--- src/rtl/dsp_wdata_channel_pkg.sv ---
`default_nettype none
// +--------------------------------------------------------------------------+
// | dsp_wdata_channel_pkg : W beat payload type and route FSM encoding.      |
// | Optional WSTRB lane: DSP_WDATA_STRB_EN.            Rev 1.0 - initial     |
// +--------------------------------------------------------------------------+
package dsp_wdata_channel_pkg;

  localparam int unsigned DSP_DATA_W = 32;

  typedef struct packed {
    logic [DSP_DATA_W-1:0]   wdata;
`ifdef DSP_WDATA_STRB_EN
    logic [DSP_DATA_W/8-1:0] wstrb;
`endif
    logic                    wlast;
  } dsp_w_beat_t;

  typedef logic [0:0] dsp_w_state_t;
  localparam dsp_w_state_t ST_IDLE  = 1'b0;
  localparam dsp_w_state_t ST_BURST = 1'b1;

endpackage
`default_nettype wire

--- src/rtl/dsp_wdata_channel_if.sv ---
`default_nettype none
// +--------------------------------------------------------------------------+
// | dsp_wdata_channel_if : AW route push, master W and slave W signals.      |
// | Optional WSTRB lane: DSP_WDATA_STRB_EN.            Rev 1.0 - initial     |
// +--------------------------------------------------------------------------+
interface dsp_wdata_channel_if #(
  parameter int SLV_AMT         = 2,
  parameter int DATA_WIDTH      = 32,
  parameter int SLV_ID_W        = $clog2(SLV_AMT),
  parameter int DSP_WDATA_DEPTH = 16
);
  localparam int OUTST_W = $clog2(DSP_WDATA_DEPTH + 1);

  logic [SLV_ID_W-1:0]   dsp_AW_slv_id_i;
  logic                  dsp_AW_push_i;
  logic                  dsp_AW_ready_o;
  logic [DATA_WIDTH-1:0] m_WDATA_i;
  logic                  m_WLAST_i;
  logic                  m_WVALID_i;
  logic                  m_WREADY_o;
  logic [DATA_WIDTH-1:0] sa_WDATA_o;
  logic                  sa_WLAST_o;
  logic [SLV_AMT-1:0]    sa_WVALID_o;
  logic [SLV_AMT-1:0]    sa_WREADY_i;
  logic [OUTST_W-1:0]    dsp_W_outst_o;
`ifdef DSP_WDATA_STRB_EN
  logic [DATA_WIDTH/8-1:0] m_WSTRB_i;
  logic [DATA_WIDTH/8-1:0] sa_WSTRB_o;
`endif

  modport slave (
`ifdef DSP_WDATA_STRB_EN
    input  m_WSTRB_i,
    output sa_WSTRB_o,
`endif
    input  dsp_AW_slv_id_i, dsp_AW_push_i, m_WDATA_i, m_WLAST_i, m_WVALID_i, sa_WREADY_i,
    output dsp_AW_ready_o, m_WREADY_o, sa_WDATA_o, sa_WLAST_o, sa_WVALID_o, dsp_W_outst_o
  );

  modport master (
`ifdef DSP_WDATA_STRB_EN
    output m_WSTRB_i,
    input  sa_WSTRB_o,
`endif
    output dsp_AW_slv_id_i, dsp_AW_push_i, m_WDATA_i, m_WLAST_i, m_WVALID_i, sa_WREADY_i,
    input  dsp_AW_ready_o, m_WREADY_o, sa_WDATA_o, sa_WLAST_o, sa_WVALID_o, dsp_W_outst_o
  );

endinterface
`default_nettype wire

--- src/rtl/fifo.sv ---
`default_nettype none
// +--------------------------------------------------------------------------+
// | fifo : power-of-two synchronous FIFO; a push while full is taken only   |
// | when a pop frees the slot in the same cycle.       Rev 1.0 - initial     |
// +--------------------------------------------------------------------------+
module fifo #(
  parameter int WIDTH = 8,
  parameter int DEPTH = 16,
  parameter int CNT_W = $clog2(DEPTH + 1)
) (
  input  wire logic             clk,
  input  wire logic             rst,
  input  wire logic             i_push,
  input  wire logic [WIDTH-1:0] i_data,
  input  wire logic             i_pop,
  output logic                  o_push_ok,
  output logic                  o_pop_ok,
  output logic [WIDTH-1:0]      o_data,
  output logic                  o_full,
  output logic [CNT_W-1:0]      o_count
);
  localparam int PTR_W = $clog2(DEPTH);

  logic [WIDTH-1:0] r_mem [DEPTH];
  logic [PTR_W-1:0] r_wptr;
  logic [PTR_W-1:0] r_rptr;
  logic [CNT_W-1:0] r_count;

  assign o_full    = (r_count == CNT_W'(DEPTH));
  assign o_pop_ok  = i_pop & (r_count != '0);
  assign o_push_ok = i_push & (~o_full | o_pop_ok);
  assign o_data    = r_mem[r_rptr];
  assign o_count   = r_count;

  always_ff @(posedge clk) begin
    if (rst) begin
      r_wptr  <= '0;
      r_rptr  <= '0;
      r_count <= '0;
    end else begin
      if (o_push_ok) r_wptr <= r_wptr + PTR_W'(1);
      if (o_pop_ok)  r_rptr <= r_rptr + PTR_W'(1);
      case ({o_push_ok, o_pop_ok})
        2'b10:   r_count <= r_count + CNT_W'(1);
        2'b01:   r_count <= r_count - CNT_W'(1);
        default: r_count <= r_count;
      endcase
    end
  end

  always_ff @(posedge clk) begin
    if (o_push_ok) r_mem[r_wptr] <= i_data;
  end

endmodule
`default_nettype wire

--- src/rtl/skid_buffer.sv ---
`default_nettype none
// +--------------------------------------------------------------------------+
// | skid_buffer : two-entry registered buffer, ready derived from occupancy. |
// |                                                    Rev 1.0 - initial     |
// +--------------------------------------------------------------------------+
module skid_buffer #(
  parameter int WIDTH = 8
) (
  input  wire logic             clk,
  input  wire logic             rst,
  input  wire logic             i_valid,
  output logic                  o_ready,
  input  wire logic [WIDTH-1:0] i_data,
  output logic                  o_valid,
  input  wire logic             i_ready,
  output logic [WIDTH-1:0]      o_data
);
  logic [WIDTH-1:0] r_mem [2];
  logic             r_wptr;
  logic             r_rptr;
  logic [1:0]       r_cnt;
  logic             w_push;
  logic             w_pop;

  assign o_ready = ~rst & (r_cnt != 2'd2);
  assign o_valid = (r_cnt != 2'd0);
  assign o_data  = r_mem[r_rptr];
  assign w_push  = i_valid & o_ready;
  assign w_pop   = o_valid & i_ready;

  always_ff @(posedge clk) begin
    if (rst) begin
      r_wptr <= 1'b0;
      r_rptr <= 1'b0;
      r_cnt  <= 2'd0;
    end else begin
      if (w_push) r_wptr <= ~r_wptr;
      if (w_pop)  r_rptr <= ~r_rptr;
      r_cnt <= r_cnt + {1'b0, w_push} - {1'b0, w_pop};
    end
  end

  always_ff @(posedge clk) begin
    if (w_push) r_mem[r_wptr] <= i_data;
  end

endmodule
`default_nettype wire

--- src/rtl/dsp_wdata_channel.sv ---
`default_nettype none
// +--------------------------------------------------------------------------+
// | dsp_wdata_channel : routes master W bursts to the slave at the head of  |
// | the AW route queue. Optional WSTRB: DSP_WDATA_STRB_EN. Rev 1.0 - initial |
// +--------------------------------------------------------------------------+
module dsp_wdata_channel
  import dsp_wdata_channel_pkg::*;
#(
  parameter int SLV_AMT         = 2,
  parameter int DATA_WIDTH      = 32,
  parameter int SLV_ID_W        = $clog2(SLV_AMT),
  parameter int DSP_WDATA_DEPTH = 16
) (
  input wire logic           ACLK_i,
  input wire logic           ARESET_i,
  dsp_wdata_channel_if.slave bus
);
  localparam int OUTST_W = $clog2(DSP_WDATA_DEPTH + 1);

  if (DATA_WIDTH != DSP_DATA_W) begin : g_width_chk
    $error("DATA_WIDTH must equal dsp_wdata_channel_pkg::DSP_DATA_W");
  end

  dsp_w_beat_t         w_in_beat;
  dsp_w_beat_t         w_fwd_beat;
  logic                w_fwd_valid;
  logic                w_fwd_ready;
  logic [SLV_ID_W-1:0] w_head;
  logic                w_full;
  logic [OUTST_W-1:0]  w_outst;
  logic                w_push_ok;
  logic                w_pop_ok;
  logic                w_pop;
  logic [SLV_AMT-1:0]  w_sel;
  logic                w_route_en;
  dsp_w_state_t        r_state;
  dsp_w_state_t        w_state_nxt;

  always_comb begin
    w_in_beat       = '0;
    w_in_beat.wdata = bus.m_WDATA_i;
`ifdef DSP_WDATA_STRB_EN
    w_in_beat.wstrb = bus.m_WSTRB_i;
`endif
    w_in_beat.wlast = bus.m_WLAST_i;
  end

  skid_buffer #(
    .WIDTH ($bits(dsp_w_beat_t))
  ) u_skid (
    .clk     (ACLK_i),
    .rst     (ARESET_i),
    .i_valid (bus.m_WVALID_i),
    .o_ready (bus.m_WREADY_o),
    .i_data  (w_in_beat),
    .o_valid (w_fwd_valid),
    .i_ready (w_fwd_ready),
    .o_data  (w_fwd_beat)
  );

  fifo #(
    .WIDTH (SLV_ID_W),
    .DEPTH (DSP_WDATA_DEPTH),
    .CNT_W (OUTST_W)
  ) u_route_q (
    .clk       (ACLK_i),
    .rst       (ARESET_i),
    .i_push    (bus.dsp_AW_push_i),
    .i_data    (bus.dsp_AW_slv_id_i),
    .i_pop     (w_pop),
    .o_push_ok (w_push_ok),
    .o_pop_ok  (w_pop_ok),
    .o_data    (w_head),
    .o_full    (w_full),
    .o_count   (w_outst)
  );

  always_ff @(posedge ACLK_i) begin
    if (ARESET_i) r_state <= ST_IDLE;
    else          r_state <= w_state_nxt;
  end

  // Leave BURST only when the last queued burst completes with nothing arriving.
  always_comb begin
    w_state_nxt = r_state;
    case (r_state)
      ST_IDLE:  if (w_push_ok) w_state_nxt = ST_BURST;
      ST_BURST: if (w_pop_ok && (w_outst == OUTST_W'(1)) && !w_push_ok) w_state_nxt = ST_IDLE;
      default:  w_state_nxt = ST_IDLE;
    endcase
  end

  always_comb begin
    w_route_en = 1'b0;
    if ((r_state == ST_BURST) && !ARESET_i) w_route_en = 1'b1;
  end

  // A head index with no matching slave selects nothing, so the beat stalls.
  for (genvar s = 0; s < SLV_AMT; s++) begin : g_sel
    assign w_sel[s] = (w_head == SLV_ID_W'(s));
  end

  assign w_fwd_ready        = w_route_en & |(w_sel & bus.sa_WREADY_i);
  assign w_pop              = w_fwd_valid & w_fwd_ready & w_fwd_beat.wlast;
  assign bus.sa_WVALID_o    = {SLV_AMT{w_route_en & w_fwd_valid}} & w_sel;
  assign bus.sa_WDATA_o     = w_fwd_beat.wdata;
  assign bus.sa_WLAST_o     = w_fwd_beat.wlast;
`ifdef DSP_WDATA_STRB_EN
  assign bus.sa_WSTRB_o     = w_fwd_beat.wstrb;
`endif
  assign bus.dsp_AW_ready_o = ~w_full;
  assign bus.dsp_W_outst_o  = w_outst;

endmodule
`default_nettype wire

--- src/flat_wrapper.sv ---
// flat-port wrapper written by rule: the top's interface ports become plain ports
module dsp_wdata_channel_flat import dsp_wdata_channel_pkg::*;
#(
  parameter int SLV_AMT         = 2,
  parameter int DATA_WIDTH      = 32,
  parameter int SLV_ID_W        = $clog2(SLV_AMT),
  parameter int DSP_WDATA_DEPTH = 16
)
  (ACLK_i, ARESET_i, bus_dsp_AW_slv_id_i, bus_dsp_AW_push_i, bus_m_WDATA_i, bus_m_WLAST_i, bus_m_WVALID_i, bus_sa_WREADY_i, bus_dsp_AW_ready_o, bus_m_WREADY_o, bus_sa_WDATA_o, bus_sa_WLAST_o, bus_sa_WVALID_o, bus_dsp_W_outst_o);
  dsp_wdata_channel_if #(.SLV_AMT(SLV_AMT), .DATA_WIDTH(DATA_WIDTH), .SLV_ID_W(SLV_ID_W), .DSP_WDATA_DEPTH(DSP_WDATA_DEPTH)) bus_i ();
  input wire logic ACLK_i;
  input wire logic ARESET_i;
  input wire logic [$bits(bus_i.dsp_AW_slv_id_i)-1:0] bus_dsp_AW_slv_id_i;
  input wire logic [$bits(bus_i.dsp_AW_push_i)-1:0] bus_dsp_AW_push_i;
  input wire logic [$bits(bus_i.m_WDATA_i)-1:0] bus_m_WDATA_i;
  input wire logic [$bits(bus_i.m_WLAST_i)-1:0] bus_m_WLAST_i;
  input wire logic [$bits(bus_i.m_WVALID_i)-1:0] bus_m_WVALID_i;
  input wire logic [$bits(bus_i.sa_WREADY_i)-1:0] bus_sa_WREADY_i;
  output wire logic [$bits(bus_i.dsp_AW_ready_o)-1:0] bus_dsp_AW_ready_o;
  output wire logic [$bits(bus_i.m_WREADY_o)-1:0] bus_m_WREADY_o;
  output wire logic [$bits(bus_i.sa_WDATA_o)-1:0] bus_sa_WDATA_o;
  output wire logic [$bits(bus_i.sa_WLAST_o)-1:0] bus_sa_WLAST_o;
  output wire logic [$bits(bus_i.sa_WVALID_o)-1:0] bus_sa_WVALID_o;
  output wire logic [$bits(bus_i.dsp_W_outst_o)-1:0] bus_dsp_W_outst_o;
  assign bus_i.dsp_AW_slv_id_i = bus_dsp_AW_slv_id_i;
  assign bus_i.dsp_AW_push_i = bus_dsp_AW_push_i;
  assign bus_i.m_WDATA_i = bus_m_WDATA_i;
  assign bus_i.m_WLAST_i = bus_m_WLAST_i;
  assign bus_i.m_WVALID_i = bus_m_WVALID_i;
  assign bus_i.sa_WREADY_i = bus_sa_WREADY_i;
  assign bus_dsp_AW_ready_o = bus_i.dsp_AW_ready_o;
  assign bus_m_WREADY_o = bus_i.m_WREADY_o;
  assign bus_sa_WDATA_o = bus_i.sa_WDATA_o;
  assign bus_sa_WLAST_o = bus_i.sa_WLAST_o;
  assign bus_sa_WVALID_o = bus_i.sa_WVALID_o;
  assign bus_dsp_W_outst_o = bus_i.dsp_W_outst_o;
  dsp_wdata_channel #(.SLV_AMT(SLV_AMT), .DATA_WIDTH(DATA_WIDTH), .SLV_ID_W(SLV_ID_W), .DSP_WDATA_DEPTH(DSP_WDATA_DEPTH)) u_core (.ACLK_i(ACLK_i), .ARESET_i(ARESET_i), .bus(bus_i));
endmodule
--- config.mk ---
export PLATFORM = sky130hd
export DESIGN_NAME = dsp_wdata_channel_flat
export DESIGN_NICKNAME = d
export VERILOG_FILES = /design/src/rtl/dsp_wdata_channel_pkg.sv /design/src/rtl/dsp_wdata_channel_if.sv /design/src/rtl/fifo.sv /design/src/rtl/skid_buffer.sv /design/src/rtl/dsp_wdata_channel.sv /design/src/flat_wrapper.sv
export SDC_FILE = /design/constraint.sdc
export NUM_CORES = 1
export LEC_CHECK = 0
export BUFFER_PORTS_ARGS = -buffer_cell sky130_fd_sc_hd__clkbuf_2
export CORE_MARGIN = 3
export CORE_UTILIZATION = 45
export CTS_CLUSTER_SIZE = 20
export DETAILED_ROUTE_END_ITERATION = 12
export GPL_TIMING_DRIVEN = 0
export PLACE_DENSITY = 0.67
export SYNTH_ARGS = -nofsm -noshare
export SYNTH_HDL_FRONTEND = slang
export SYNTH_HIERARCHICAL = 1
export SYNTH_SLANG_ARGS = --single-unit
export TNS_END_PERCENT = 20
--- constraint.sdc ---
create_clock -name ACLK_i -period 6.6 [get_ports ACLK_i]
set_clock_uncertainty 0.2 [all_clocks]
set_input_delay 0.33 -clock ACLK_i [delete_from_list [all_inputs] [get_ports ACLK_i]]
set_output_delay 0.33 -clock ACLK_i [all_outputs]
set_load 0.01 [all_outputs]
==> flow_metrics.tcl, run 1 <==
set metrics [dict create \
    gp_congestion 0.793 \
    diodes 0 \
    cts.repair.resized 0 \
    fillers 789 \
    layout-area-overhead-vs-synth_pct 24.9 \
    yosysUniqueCellTypes 52 \
    path_clk_slew_ps 100 \
    grt_pass1_vias 2766 \
    cpMostUsedCell "mux4_2" \
    clock_path_buffers 2 \
    core_area_um2 9770 \
    via_per_inst 4.88 \
    cts-buffers-inserted 9 \
    drtIter0Drc 101 \
    clock_sinks 105 \
    required_ps 6690 \
    dp_slack_ps 2190 \
    crit_slowest_cell "mux4_2" \
    power_frac_clock_pct 28.1 \
    synthXorXnorAreaFrac_pct 1.74 \
    fmax_mhz 227 \
    p_leak_nw 2.20 \
    fin_ws_ps 2200 \
    yosys_warnings 6 \
    switchingPower_mw 0.330 \
    synth.cell_area_um2 4540 \
    rsz0062_at_grt "no" \
    drv_cap 0 \
    cts_tree "done" \
    drt_first_pass_iters 4 \
    cp-start-kind "flip-flop" \
    switching_share_pct 25.3 \
    grt_max_degree 34 \
    stdcell_count 549 \
    slew_violations 0 \
    vias 2680 \
    power_density_nw_per_um2 230 \
    antenna_found_initial 0 \
    cp_max_fo 9 \
    nets 462 \
    synth_fa_ha_area_share_pct 3.20 \
    ant_nets 0 \
    ios 82 \
    power_frac_seq_pct 58.4 \
    synth_mux_area_share_pct 14.3 \
    wl_per_cell_um 14.6 \
    tightest_slew_ps 795 \
    fin_crit_ps 4400 \
    synthCells 283 \
    synth_top_family_by_area "multiplexers" \
    endpoint_kind "flip-flop" \
    dp_hpwl_um 5570 \
    post-place-cells 500 \
    slew-limit-headroom_pct 47.0 \
    chipHeight_um 106 \
    drt-total-wl_um 8010 \
    irDropWorstVdd_v 0.000100 \
    fin_crit_sh_pct 66.6 \
    pwr-share-comb_pct 13.4 \
    status "finished, final reports clean" \
    yosys.area_share.simple_pct 9.23 \
    rows 36 \
    path_class "flip-flop to flip-flop" \
    setup_violations 0 \
    synth.avg_cell_area_um2 16.0 \
    overflow 0 \
    synth_edf_count 82 \
    synth_fp_nets 334 \
    finalHoldViolCount 0 \
    yosysSeqAreaShare_pct 64.4 \
    h-tree-depth 3 \
    cp_slowest_stage_delay_ps 560 \
    dieArea_um2 11300 \
    synth_ff_type "edfxtp_1" \
    drc_errors 0 \
    synth-async-reset-ratio_pct 0 \
    path_buf_inv 1 \
    grt_pass1_wl_um 13100 \
    synth_seq_cells 105 \
    die_x_um 106 \
    cp_top_family "multiplexers" \
    hold_class "input pin to flip-flop" \
    layout-drive-gt1-share_pct 38.2 \
    path_cells "mux4_2 -> mux4_2 -> mux2i_1 -> nor3_2 -> nor2b_1 -> o21ai_4 -> inv_2 -> ha_1 -> a21o_1 -> a2111oi_0 -> o21ai_0 -> a31oi_1" \
    initial_core_util_pct 46.4 \
    synth_compound_area_share_pct 4.69 \
    finalSetupTns_ps 0 \
    grt_usage_pct 14.8 \
    root_buffer "clkbuf_8" \
    power.internal_mw 0.973 \
    clock_latency_ps 360 \
    arrival_ps 4490 \
    numPortBuffers 81 \
]
[path summary, 6_finish.rpt]
check | to | depth (start not counted) | slack, ps | start
min | u_core/u_skid/r_wptr | 2 | 70 | bus_m_WVALID_i
max reg2reg | u_core/u_route_q/o_count[4] | 12 | 2200 | flip-flop
min reg2reg | u_core/u_skid/r_rptr | 2 | 340 | u_core/u_skid/r_rptr
max | u_core/u_route_q/o_count[4] | 12 | 2200 | flip-flop
[flip-flops by register name, indices dropped and copies added (netlist names), named ones only]
name and count:
u_core/u_route_q/o_count 5, u_core/u_route_q/r_wptr 4, u_core/u_route_q/r_rptr 4, u_core/u_skid/r_rptr 1
u_core/u_skid/r_cnt 2, u_core/u_route_q/r_mem 16, u_core/u_skid/r_wptr 1, u_core/u_skid/r_mem 66
u_core/r_state 1
[cells by family after synthesis]
kind of cell	Yosys count
XOR/XNOR	9
adder cells (fa/ha/maj)	11
AND/OR/NAND/NOR	74
buffers and inverters	15
AO/OA/AOI/OAI	26
flip-flops	105
multiplexers	43
[routing by layer]
| metal | global-route usage (%) | vias to the layer above | share of wire (%) |
|---|---|---|---|
| li1 | - | 1319 | - |
| met1 | 17.4 | 1278 | 42 |
| met2 | 26.8 | 71 | 52 |
| met3 | 3.04 | 12 | 4.8 |
| met4 | 5.21 | 0 | 1.5 |
| met5 | 0 | - | 0 |
[area by class of cell]
cell class | instances | area (um2) | area share, %
Buffer | 7 | 82.6 | 1.46
Tap cell | 133 | 166 | 2.94
Timing Repair Buffer | 117 | 773 | 13.6
Clock buffer | 9 | 124 | 2.18
Sequential cell | 105 | 2920 | 51.6
Clock inverter | 7 | 60.1 | 1.06
Multi-Input combinational cell | 163 | 1510 | 26.6
Inverter | 8 | 30.0 | 0.530
[cell usage after synthesis (2+ instances only)]
library cell  instances  share of area (%)
mux2_2                4               0.99
o21a_1                2               0.33
ha_1                 10                2.8
nor3_1               10                1.1
nand3_1               3               0.33
o21ai_0               3               0.33
xnor2_1               3               0.58
mux4_2                5                2.5
mux2i_1               4               0.88
dfxtp_1              23                 10
nor2_1               29                2.4
mux2_4               30                9.9
nand2_1               7               0.58
a21oi_1               6               0.66
xor2_1                6                1.2
inv_1                 7               0.58
o211ai_1              2               0.33
clkbuf_1              3               0.25
buf_12                3                1.3
edfxtp_1             82                 54
nor2b_1               5               0.69
nor3b_1               2               0.33
nand2b_1              4               0.55
and3_1                2               0.28
[what timing repair did]
action / in CTS / in global routing
hold buffers: 33 / 0
hold endpoints to repair: 66 / 0
setup buffers: 0 / 0
[cell usage in the layout, fill, tap and decap left out, types with 7 or more instances in the layout]
cell type / instances
dfxtp_1: 23
ha_1: 10
nor3_1: 9
clkbuf_2: 81
nand2_1: 7
nor2_1: 29
dlygate4sd3_1: 33
edfxtp_1: 82
mux2_4: 30
clkbuf_8: 9
inv_1: 7
[stage by stage]
stage / hold slack [ps] / instance area [um2] / total power [mW] / utilization [%]
2_1_floorplan: 195 / 4540 / 0.877 / -
3_3_place_gp: 297 / 5110 / 0.928 / 52.3
3_5_place_dp: 300 / 5150 / 0.937 / 52.7
4_1_cts: 58.0 / 5670 / 1.32 / 58.0
5_1_grt: 64.7 / 5670 / 1.36 / 58.0
6_report: 74.9 / 5670 / 1.30 / 58.0
[worst register-to-register path, cell delays in order (launching register included)]
cell	delay [ps]
dfxtp_1	500
mux4_2	560
mux4_2	540
mux2i_1	170
nor3_2	560
nor2b_1	340
o21ai_4	120
inv_2	160
ha_1	300
a21o_1	210
a2111oi_0	360
o21ai_0	140
a31oi_1	170
[power by group through the flow]
| stage | Combinational (mW) | Clock (mW) | Sequential [mW] |
|---|---|---|---|
| after floorplan | 0.102 | 0 | 0.775 |
| after global placement | 0.152 | 0 | 0.777 |
| after detailed placement | 0.160 | 0 | 0.777 |
| after CTS | 0.176 | 0.381 | 0.762 |
| after global routing | 0.191 | 0.406 | 0.766 |
| final | 0.175 | 0.367 | 0.761 |
No activity file was read; power rests on OpenSTA's default activity.
==> inputs of run 2 (changes only) <==
--- a/config.mk
+++ b/config.mk
@@ -11,7 +11,7 @@
 export CTS_CLUSTER_SIZE = 20
 export DETAILED_ROUTE_END_ITERATION = 12
 export GPL_TIMING_DRIVEN = 0
-export PLACE_DENSITY = 0.67
+export PLACE_DENSITY = 0.69
 export SYNTH_ARGS = -nofsm -noshare
 export SYNTH_HDL_FRONTEND = slang
 export SYNTH_HIERARCHICAL = 1
==> constraint.sdc (replaced) <==
create_clock -name ACLK_i -period 3.7 [get_ports ACLK_i]
set_clock_uncertainty 0.2 [all_clocks]
set_input_delay 0.185 -clock ACLK_i [delete_from_list [all_inputs] [get_ports ACLK_i]]
set_output_delay 0.185 -clock ACLK_i [all_outputs]
set_load 0.01 [all_outputs]
==> flow_metrics.tcl, run 2 (synthesis gave the netlist of run 1 again) <==
set metrics [dict create \
    drtIter0Drc 113 \
    root_buffer "clkbuf_8" \
    grt_usage_pct 15.1 \
    grt_pass1_vias 2824 \
    grt_pass1_wl_um 13500 \
    fin_util_pct 59.5 \
    layout-drive-gt1-share_pct 41.1 \
    tightest_slew_ps 929 \
    rows 36 \
    cpMostUsedCell "mux4_2" \
    fin_crit_sh_pct 96.1 \
    endpoint_kind "flip-flop" \
    irDropWorstVdd_v 0.000172 \
    drc_errors 0 \
    cp_slowest_stage_delay_ps 550 \
    ant_nets 0 \
    wl_per_cell_um 14.7 \
    power_density_nw_per_um2 411 \
    path_class "flip-flop to flip-flop" \
    drv_cap 0 \
    cts-buffers-inserted 9 \
    cp_max_fo 6 \
    dp_slack_ps -388 \
    finalHoldViolCount 0 \
    h-tree-depth 3 \
    cp_top_family "multiplexers" \
    rsz0062_at_grt "yes" \
    clock_sinks 105 \
    numPortBuffers 81 \
    overflow 0 \
    required_ps 3790 \
    final_cell_mix "edfxtp_1 (82), clkbuf_2 (81), dlygate4sd3_1 (34)" \
    path_cells "mux4_2 -> mux4_2 -> mux2i_4 -> nor3_4 -> nor2b_4 -> o21ai_4 -> inv_4 -> buf_4 -> ha_4 -> a2111oi_2 -> o21ai_1 -> a31oi_1" \
    setup_violations 0 \
    largest_reg_flops 66 \
    chipHeight_um 106 \
    via_per_inst 4.89 \
    slew_violations 0 \
    slew-limit-headroom_pct 37.7 \
    clock_latency_ps 360 \
    clock_path_buffers 2 \
    path_buf_inv 2 \
    ios 82 \
    grt_max_degree 34 \
    final_common_cell "edfxtp_1" \
    status "finished, final reports clean" \
    drt-total-wl_um 8150 \
    diodes 0 \
    layout-area-overhead-vs-synth_pct 28.0 \
    power_mw 2.39 \
    crit_slowest_cell "mux4_2" \
    fin_ws_ps 146 \
    dieArea_um2 11300 \
    multi_input_area_um2 1580 \
    p_leak_nw 2.24 \
    seq_area_um2 2930 \
    fmax_mhz 281 \
    fillers 779 \
    vias 2719 \
    nets 469 \
    arrival_ps 3640 \
    fin_crit_ps 3550 \
    antenna_found_initial 0 \
    top_register "u_core/u_skid/r_mem" \
    drt_first_pass_iters 5 \
    path_clk_slew_ps 90 \
    die_x_um 106 \
    cp-start-kind "flip-flop" \
    gp_congestion 0.803 \
    initial_core_util_pct 46.4 \
    dp_hpwl_um 5450 \
    hold_class "input pin to flip-flop" \
    cts_tree "done" \
    core_area_um2 9770 \
]
## run 2: metrics by stage
| step | TNS [ps] | instances | hold slack [ps] | cell area [um2] |
|---|---|---|---|---|
| 6_report | 0 | 556 | 39.2 | 5810 |
| 5_1_grt | -40.5 | 556 | 33.3 | 5810 |
| 4_1_cts | 0 | 553 | 24.0 | 5770 |
| 3_5_place_dp | -547 | 499 | 178 | 5150 |
| 3_3_place_gp | -36060 | 497 | 176 | 5130 |
| 2_1_floorplan | 0 | 283 | 49.6 | 4550 |
## run 2: worst register-to-register path: cells and delay by family, from the launching register on
kind | cells | cell delay, ps
muxes | 3 | 1310
AOI/OAI and AO/OA | 4 | 700
and+or+nand+nor | 2 | 440
DFF | 1 | 400
buffers and inverters | 2 | 240
adders and majority gates | 1 | 210
## run 2: report_power, final
group	internal [mW]	leakage, nW	switching, mW
Clock	0.336	0.0966	0.372
Combinational	0.163	1.20	0.158
Sequential	1.32	0.938	0.0400
Total	1.82	2.24	0.571
## run 2: final timing paths
path                                            from                          end  slack, ps  depth (start not counted)
worst max-delay path                       flip-flop  u_core/u_route_q/o_count[4]        150                         12
worst min-delay path             bus_dsp_AW_slv_id_i    u_core/u_route_q/r_mem[0]         40                          1
worst max register to register             flip-flop  u_core/u_route_q/o_count[4]        150                         12
worst min register to register  u_core/u_skid/r_rptr                    flip-flop        310                          2
## run 2: routing by layer
layer  up-vias  GRT usage [%]  share of wire, %
met5         -              0                 0
met4         0           3.84              0.65
met1      1320           19.5                44
li1       1332              -                 -
met2        63           25.2                50
met3         4           4.37               5.4
## run 2: repair_timing
item                       CTS  global route
buffers inserted             4             3
hold buffers                34             0
gates resized for setup      7             6
setup endpoints to repair    2             2
pin swaps                    2             4
hold endpoints to repair    67             0
## run 2: cell type report
| cell class | count | share of cell area (%) |
|---|---|---|
| well taps | 133 | 2.86 |
| repair buffers | 124 | 14.1 |
| clock buffers | 11 | 2.43 |
| multi-input cells | 163 | 27.2 |
| clock inverters | 5 | 1.08 |
| plain buffers | 7 | 1.42 |
| inverters | 8 | 0.560 |
| flip-flops and latches | 105 | 50.4 |
==> inputs of run 3 (changes only) <==
--- a/config.mk
+++ b/config.mk
@@ -8,10 +8,12 @@
 export BUFFER_PORTS_ARGS = -buffer_cell sky130_fd_sc_hd__clkbuf_2
 export CORE_MARGIN = 3
 export CORE_UTILIZATION = 45
+export CTS_BUF_LIST = sky130_fd_sc_hd__clkbuf_4
 export CTS_CLUSTER_SIZE = 20
 export DETAILED_ROUTE_END_ITERATION = 12
 export GPL_TIMING_DRIVEN = 0
 export PLACE_DENSITY = 0.69
+export SLEW_MARGIN = 20
 export SYNTH_ARGS = -nofsm -noshare
 export SYNTH_HDL_FRONTEND = slang
 export SYNTH_HIERARCHICAL = 1
==> constraint.sdc (replaced) <==
create_clock -name ACLK_i -period 3.7 [get_ports ACLK_i]
set_clock_uncertainty 0.2 [all_clocks]
set_input_delay 0.185 -clock ACLK_i [delete_from_list [all_inputs] [get_ports ACLK_i]]
set_output_delay 0.185 -clock ACLK_i [all_outputs]
set_load 0.02 [all_outputs]
==> flow_metrics.tcl, run 3 (synthesis gave the netlist of run 1 again) <==
set metrics [dict create \
    post-place-cells 502 \
    clock_latency_ps 430 \
    cts-buffers-inserted 9 \
    diodes 0 \
    layout-drive-gt1-share_pct 40.6 \
    overflow 0 \
    slew_violations 0 \
    power_mw 2.28 \
    via_per_inst 4.96 \
    vias 2770 \
    stdcell_count 559 \
    r2r_slack_ps 120 \
    crit_slowest_cell "mux4_2" \
    nets 472 \
    drv_cap 0 \
    wl_per_cell_um 14.4 \
    clock_path_buffers 2 \
    rows 36 \
    top_register "u_core/u_skid/r_mem" \
    hold_class "input pin to flip-flop" \
    clock_sinks 105 \
    fillers 773 \
    drtIter0Drc 82 \
    fin_util_pct 59.2 \
    grt_pass1_vias 2806 \
    rsz0062_at_grt "yes" \
    gp_congestion 0.803 \
    power_density_nw_per_um2 394 \
    cp-start-kind "flip-flop" \
    h-tree-depth 3 \
    drt-total-wl_um 8070 \
    final_common_cell "edfxtp_1" \
    p_leak_nw 2.24 \
    drt_first_pass_iters 4 \
    initial_core_util_pct 46.4 \
    status "finished, final reports clean" \
    root_buffer "clkbuf_4" \
    fmax_mhz 279 \
    largest_reg_flops 66 \
    cpMostUsedCell "mux4_2" \
    cp_max_fo 5 \
    grt_pass1_wl_um 13200 \
    cts_tree "done" \
    antenna_found_initial 0 \
    irDropWorstVdd_v 0.000190 \
    ios 82 \
    fin_crit_ps 3580 \
    dp_hpwl_um 5550 \
    finalHoldViolCount 0 \
    layout-area-overhead-vs-synth_pct 27.5 \
    endpoint_kind "flip-flop" \
    tightest_slew_ps 494 \
    required_ps 3870 \
    drc_errors 0 \
    grt_max_degree 31 \
    final_cell_mix "edfxtp_1 (82), clkbuf_2 (81), dlygate4sd3_1 (37)" \
    slew-limit-headroom_pct 66.8 \
    path_clk_slew_ps 150 \
    dieArea_um2 11300 \
    chipHeight_um 106 \
    core_area_um2 9770 \
    fin_crit_sh_pct 96.7 \
    die_x_um 106 \
    grt_usage_pct 14.8 \
    setup_violations 0 \
    path_class "flip-flop to flip-flop" \
    cp_slowest_stage_delay_ps 550 \
    ant_nets 0 \
    path_cells "mux4_2 -> mux4_2 -> mux2i_4 -> nor3_4 -> nor2b_4 -> o21ai_4 -> inv_4 -> ha_4 -> a21o_1 -> a2111oi_2 -> o21ai_1 -> a31oi_1" \
    numPortBuffers 81 \
    arrival_ps 3750 \
]
run 3: layout make-up:
class / count / area [um2] / share of cell area, %
sequential: 105 / 2930 / 50.6
clock buffer: 10 / 75.1 / 1.30
tap: 133 / 166 / 2.87
multi-input combinational: 163 / 1580 / 27.2
inverter: 8 / 32.5 / 0.562
timing repair buffer: 127 / 863 / 14.9
buffer: 7 / 82.6 / 1.43
clock inverter: 6 / 67.6 / 1.17
run 3: critical path: cells and delay by family (launching register included):
family                   cells  cell delay [ps]
buffers and inverters        1              120
AND/OR/NAND/NOR              2              460
adder cells (fa/ha/maj)      1              220
flip-flops                   1              420
multiplexers                 3             1300
AO/OA/AOI/OAI                5              800
run 3: per-layer routing:
metal / wire [um] / track usage [%]
met5: 0 / 0
met4: 106 / 5.21
met3: 395 / 2.98
met2: 4090 / 25.6
met1: 3490 / 18.5
run 3: where the power goes:
part | switching (mW) | total, mW | leakage, nW | internal, mW
sequential | 0.0393 | 1.36 | 0.938 | 1.32
combinational | 0.183 | 0.352 | 1.22 | 0.168
clock | 0.354 | 0.571 | 0.0746 | 0.217
total | 0.577 | 2.28 | 2.24 | 1.71
run 3: metrics by stage:
step	hold WS (ps)	instance area [um2]	setup slack [ps]	setup TNS, ps
2_1_floorplan	49.6	4550	24.6	0
3_3_place_gp	176	5130	-1080	-36060
3_5_place_dp	179	5190	-374	-523
4_1_cts	143	5730	1.58	0
5_1_grt	219	5790	-39.9	-55.2
6_report	172	5790	121	0
run 3: path summary, 6_finish.rpt:
path | cells after the start | from | end
max | 12 | flip-flop | u_core/u_route_q/o_count[4]
min | 6 | bus_sa_WREADY_i[0] | flip-flop
max reg2reg | 12 | flip-flop | u_core/u_route_q/o_count[4]
min reg2reg | 2 | u_core/u_skid/r_rptr | flip-flop
run 3: repair_timing:
item / 4_1_cts / 5_1_grt
setup buffers: 2 / 2
pin swaps: 1 / 3
setup endpoints to repair: 2 / 2
hold buffers: 37 / 0
resized for setup: 4 / 8
endpoints found under the hold margin: 93 / 0
